`src/rtl/fp_div.sv`:
```
// Sequential floating-point divider: restoring mantissa divide, one quotient bit per cycle.
// Define FP_DIV_RNE_EN for round-to-nearest-even; otherwise the quotient is truncated.
module fp_div #(
    parameter int FP_WIDTH  = 32,
    parameter int EXP_WIDTH = 8,
    parameter int MAN_WIDTH = 23
) (
    input  logic                CLK,
    input  logic                RST,
    input  logic                IN_VALID,
    output logic                IN_READY,
    input  logic [FP_WIDTH-1:0] IN1,
    input  logic [FP_WIDTH-1:0] IN2,
    output logic                OUT_VALID,
    input  logic                OUT_READY,
    output logic [FP_WIDTH-1:0] OUT
);
    localparam int N  = MAN_WIDTH + 2;
    localparam int CW = $clog2(N + 1);
    localparam int RW = MAN_WIDTH + 3;
    localparam logic [EXP_WIDTH-1:0] BIAS = {1'b0, {(EXP_WIDTH-1){1'b1}}};

    typedef enum logic [1:0] {IDLE, DIV, DONE} state_t;

    state_t                state, state_nxt;
    logic [CW-1:0]         cnt;
    logic [N-1:0]          q;
    logic [RW-1:0]         r;
    logic [MAN_WIDTH:0]    d;
    logic                  sign;
    logic [EXP_WIDTH-1:0]  exp_q;
    logic [FP_WIDTH-1:0]   out_q;

    // operand decode at accept
    logic [MAN_WIDTH:0]    m1_in, d_in;
    logic [EXP_WIDTH-1:0]  e1_in, e2_in, exp_in;
    logic                  adj;
    logic [RW-1:0]         r_in;

    assign m1_in  = {1'b1, IN1[MAN_WIDTH-1:0]};
    assign d_in   = {1'b1, IN2[MAN_WIDTH-1:0]};
    assign e1_in  = IN1[FP_WIDTH-2 -: EXP_WIDTH];
    assign e2_in  = IN2[FP_WIDTH-2 -: EXP_WIDTH];
    assign adj    = (m1_in < d_in);
    assign r_in   = adj ? {1'b0, m1_in, 1'b0} : {2'b00, m1_in};
    assign exp_in = e1_in - e2_in + BIAS - {{(EXP_WIDTH-1){1'b0}}, adj};

    // one restoring step; the partial remainder stays below 2*D so the shift never overflows
    logic                  ge;
    logic [RW-1:0]         r_diff, r_nxt;
    logic [N-1:0]          q_nxt;

    assign ge     = (r >= {2'b00, d});
    assign r_diff = ge ? (r - {2'b00, d}) : r;
    assign r_nxt  = r_diff << 1;
    assign q_nxt  = {q[N-2:0], ge};

    logic [MAN_WIDTH-1:0]  man_res;
    logic [EXP_WIDTH-1:0]  exp_res;

`ifdef FP_DIV_RNE_EN
    logic                  guard, sticky, inc;
    logic [MAN_WIDTH:0]    man_sum;

    assign guard   = q_nxt[0];
    assign sticky  = |r_nxt;
    assign inc     = guard & (sticky | q_nxt[1]);
    assign man_sum = {1'b0, q_nxt[MAN_WIDTH:1]} + {{MAN_WIDTH{1'b0}}, inc};
    assign man_res = man_sum[MAN_WIDTH-1:0];
    assign exp_res = exp_q + {{(EXP_WIDTH-1){1'b0}}, man_sum[MAN_WIDTH]};
`else
    assign man_res = q_nxt[MAN_WIDTH:1];
    assign exp_res = exp_q;
`endif

    always_ff @(posedge CLK or posedge RST) begin
        if (RST) state <= IDLE;
        else     state <= state_nxt;
    end

    always_comb begin
        state_nxt = state;
        case (state)
            IDLE:    if (IN_VALID)           state_nxt = DIV;
            DIV:     if (cnt == CW'(1))      state_nxt = DONE;
            DONE:    if (OUT_READY)          state_nxt = IDLE;
            default:                         state_nxt = IDLE;
        endcase
    end

    always_comb begin
        IN_READY  = (state == IDLE);
        OUT_VALID = (state == DONE);
    end

    always_ff @(posedge CLK or posedge RST) begin
        if (RST) begin
            cnt   <= '0;
            q     <= '0;
            r     <= '0;
            d     <= '0;
            sign  <= 1'b0;
            exp_q <= '0;
            out_q <= '0;
        end else begin
            case (state)
                IDLE: if (IN_VALID) begin
                    cnt   <= CW'(N);
                    q     <= '0;
                    r     <= r_in;
                    d     <= d_in;
                    sign  <= IN1[FP_WIDTH-1] ^ IN2[FP_WIDTH-1];
                    exp_q <= exp_in;
                end
                DIV: begin
                    cnt <= cnt - CW'(1);
                    q   <= q_nxt;
                    r   <= r_nxt;
                    if (cnt == CW'(1))
                        out_q <= {sign, exp_res, man_res};
                end
                default: ;
            endcase
        end
    end

    assign OUT = out_q;
endmodule

```
`config.mk`:
```
export PLATFORM = sky130hd
export DESIGN_NAME = fp_div
export DESIGN_NICKNAME = d
export VERILOG_FILES = /design/src/rtl/fp_div.sv
export SDC_FILE = /design/constraint.sdc
export NUM_CORES = 1
export LEC_CHECK = 0
export BUFFER_PORTS_ARGS = -buffer_cell sky130_fd_sc_hd__buf_2
export CAP_MARGIN = 20
export CORE_UTILIZATION = 44
export DETAILED_ROUTE_END_ITERATION = 8
export SLEW_MARGIN = 30
export SYNTH_ARGS = -nofsm -noshare
export SYNTH_HDL_FRONTEND = slang
export SYNTH_SLANG_ARGS = --single-unit
```
`constraint.sdc`:
```
create_clock -name CLK -period 11 [get_ports CLK]
set_clock_uncertainty 0.2 [all_clocks]
set_input_delay 1.65 -clock CLK [delete_from_list [all_inputs] [get_ports CLK]]
set_output_delay 1.65 -clock CLK [all_outputs]
set_load 0.02 [all_outputs]
```
==> results.tsv <==
metric	value	unit
status	finished clean	
power share of the clock group	18.8	%
Syn Nets	990	
Post-synth EDFFs	0	
postcts setup bufs	0	
PortBufs	101	
gpl congestion	0.843	
gr ovfl total	0	
P per Cell Area	320	mW/mm^2
maxcap violations	0	
wire per inst	15.0	um
total power after layout	2.88	mW
NumNets Final	1075	
Max VDD drop	0.152	mV
Pint	1.64	mW
Core Rows	48	
Sinks on Clock Net	121	
Initial Util	44.9	%
total routed wirelength	17700	um
Worst Setup SP	IN1[9]	
vias in the first global route	6012	
CP required	11090	ps
HPWL after detailed placement	12300	um
Clock Root Buffer	clkbuf_16	
Fin. Hold Viols	0	
CP most frequent cell	ha_1	
Lkg Pwr	4.51	nW
total track usage	20.8	%
initial antenna violation count	0	
CTS resizes	0	
Period minus WS final	5530	ps
Worst slew margin	48.6	%
die area	0.0182	mm^2
Critical Path Sink	exp_q[7]	
instance count of the mapped netlist	852	
# diodes	0	
CTS Hold Bufs	0	
non-filler instance count after layout	1175	
sw power	1.25	mW
I/O pins	102	
Slew Viols, Final	0	
Hold Path Class	register to register	
Sw Share	43.3	%
CTS Buf Count	17	
layout cells sized above 1	20.4	%
setup_tns	0	ps
ys flop type	dfrtp_1	
crit path capture type	register	
actual slew at the worst max-slew pin	771	ps
setup violators final	0	
vias per cell	5.31	
Comb power frac	54.9	%
Clock Tree Buf Depth	2	
Die Wd	135	um
DRT Pass-1 Iters	4	
WP data arrival	5620	ps
FF+latch count, synth	121	
r2r worst-path depth	9	
Yosys cell types	64	
max incr delay on CP	590	ps
Post-Place Cells	1142	
CP max-delay cell	a2111oi_2	
FF-to-FF Start	r[6]	
Async S/R FF share, synth	100	%
Remaining DRCs	0	
CTS tree	yes	
CP Max Fanout	3	
Ys Warns	0	
Netlist Area Pre-Place	0.00777	mm^2
critical path class	input port to register	
r2r endpoint	r[2]	
sequential share of power	26.3	%
Skew-Pair Late Insertion Delay	430	ps
Startpoint Class	input port	
DRT iter0 DRCs	329	
flop-to-flop setup slack	7620	ps
post-synthesis sequential area ratio	39.0	%
CORE AREA	0.0173	mm^2
Max Clock Freq	181	MHz
CP cell instances	buf_2 > ha_1 > a21o_1 > a21oi_1 > a21boi_0 > a2111oi_2 > nor2_2 > inv_1 > ha_1 > inv_1 > ha_1 > ha_1 > fa_1 > a21oi_1 > nor2_1 > nor2_1 > o21bai_1 > a21oi_1 > xnor2_1 > o21ai_0	
first-pass GRT wire length	29700	um
Final period util	50.3	%
Clock transition at path regs	60	ps
unrepaired setup endpoints after global routing	false	
H-tree Lvls	4	
post-synthesis average cell area	9.12	um^2
die height	135	um
Routed Antenna Nets	0	
Vias	6237	
pin count of the biggest net entering global routing	104	
P&R area growth vs syn	16.1	%
==> cell usage after synthesis (all sizes together), types with 5 or more instances <==
| cell type | instances | area share [%] |
|---|---|---|
| a211oi | 5 | 0.48 |
| a21o | 17 | 1.6 |
| a21oi | 47 | 3.2 |
| a31oi | 6 | 0.48 |
| and3 | 14 | 1.2 |
| buf | 12 | 0.97 |
| clkbuf | 30 | 1.4 |
| dfrtp | 121 | 39 |
| ha | 68 | 11 |
| inv | 80 | 3.9 |
| mux2 | 40 | 5.8 |
| mux2i | 28 | 3.6 |
| nand2 | 115 | 5.7 |
| nand2b | 5 | 0.40 |
| nand3 | 25 | 1.6 |
| nand4 | 6 | 0.48 |
| nor2 | 33 | 1.6 |
| nor2b | 5 | 0.40 |
| nor3 | 12 | 0.77 |
| o211ai | 6 | 0.58 |
| o21ai | 86 | 5.6 |
| o21bai | 5 | 0.48 |
| o221ai | 6 | 0.68 |
| o31ai | 5 | 0.48 |
| xnor2 | 23 | 2.6 |
| xor2 | 5 | 0.56 |
==> per-layer routing <==
layer / track usage [%] / wire (um) / vias to the layer above
met4: 6.12 / 257 / 0
met3: 4.69 / 653 / 23
met5: 0 / 0 / -
met2: 33.6 / 8220 / 100
met1: 27.7 / 8550 / 2973
li1: - / - / 3141
==> worst max-delay path, delay by kind of cell <==
family,cells,cell delay [ps]
compound gates,8,1850
fa+ha+maj,5,1390
buf+inv,3,310
simple gates,3,290
xor+xnor,1,140
==> power by group through the flow <==
stage	Sequential, mW	Combinational [mW]	Clock (mW)
final	0.759	1.58	0.542
after global routing	0.784	1.78	0.571
after CTS	0.759	1.59	0.548
after detailed placement	0.766	1.57	0
after global placement	0.763	1.55	0
after floorplan	0.787	1.22	0
==> metrics by stage <==
stage	setup slack, ps	utilization [%]	instance area [um^2]	hold slack (ps)
6_report	5470	52.1	9010	251
4_1_cts	5410	52.0	8990	257
2_1_floorplan	5520	-	7770	218
3_5_place_dp	4990	48.7	8420	243
3_3_place_gp	5100	48.7	8420	230
5_1_grt	5140	52.1	9010	280
==> cell families (layout without fill, tap and decap cells) <==
group	count (synthesis)	count (layout)	share of synthesized area, %
and+or+nand+nor	238	238	14.4
AOI/OAI and AO/OA	205	205	16.4
buffers and inverters	122	220	6.28
DFF	121	121	39.0
adders and majority gates	70	70	11.5
muxes	68	68	9.41
xor gates and xnor gates	28	28	3.16
==> flip-flops by register name, summed over array words and instances, names as in the netlist <==
| name | cells |
|---|---|
| sign | 1 |
| cnt | 5 |
| OUT | 32 |
| r | 26 |
| q | 23 |
| d | 24 |
| state | 2 |
| exp_q | 8 |
==> placed cells by master (no fill, tap or decap), types with 12 or more instances in the layout <==
cell type and n:
inv_1 79, dfrtp_1 121, mux2_2 40, buf_2 101
a21o_1 17, ha_1 68, nor2_1 32, a21oi_1 46
mux2i_1 28, and3_1 13, xnor2_1 23, nand2_1 114
clkbuf_16 17, nand3_1 25, o21ai_0 75, nor3_1 12
==> worst min-delay path by stage <==
stage	start	endpoint	slack (ps)	cells past startpoint
floorplan	d[23]	d[23]	220	2
global placement	d[23]	d[23]	230	2
detailed placement	d[23]	d[23]	240	2
CTS	d[23]	d[23]	260	2
global route	d[23]	d[23]	280	2
finish	d[23]	d[23]	250	2
==> final cells by class <==
cell class,count,area (um^2)
well taps,225,282
fillers,1696,8280
flip-flops and latches,121,3030
inverters,80,303
repair buffers,108,571
multi-input cells,609,4260
clock inverters,13,118
clock buffers,19,453
(Power assumes the default switching activity.)
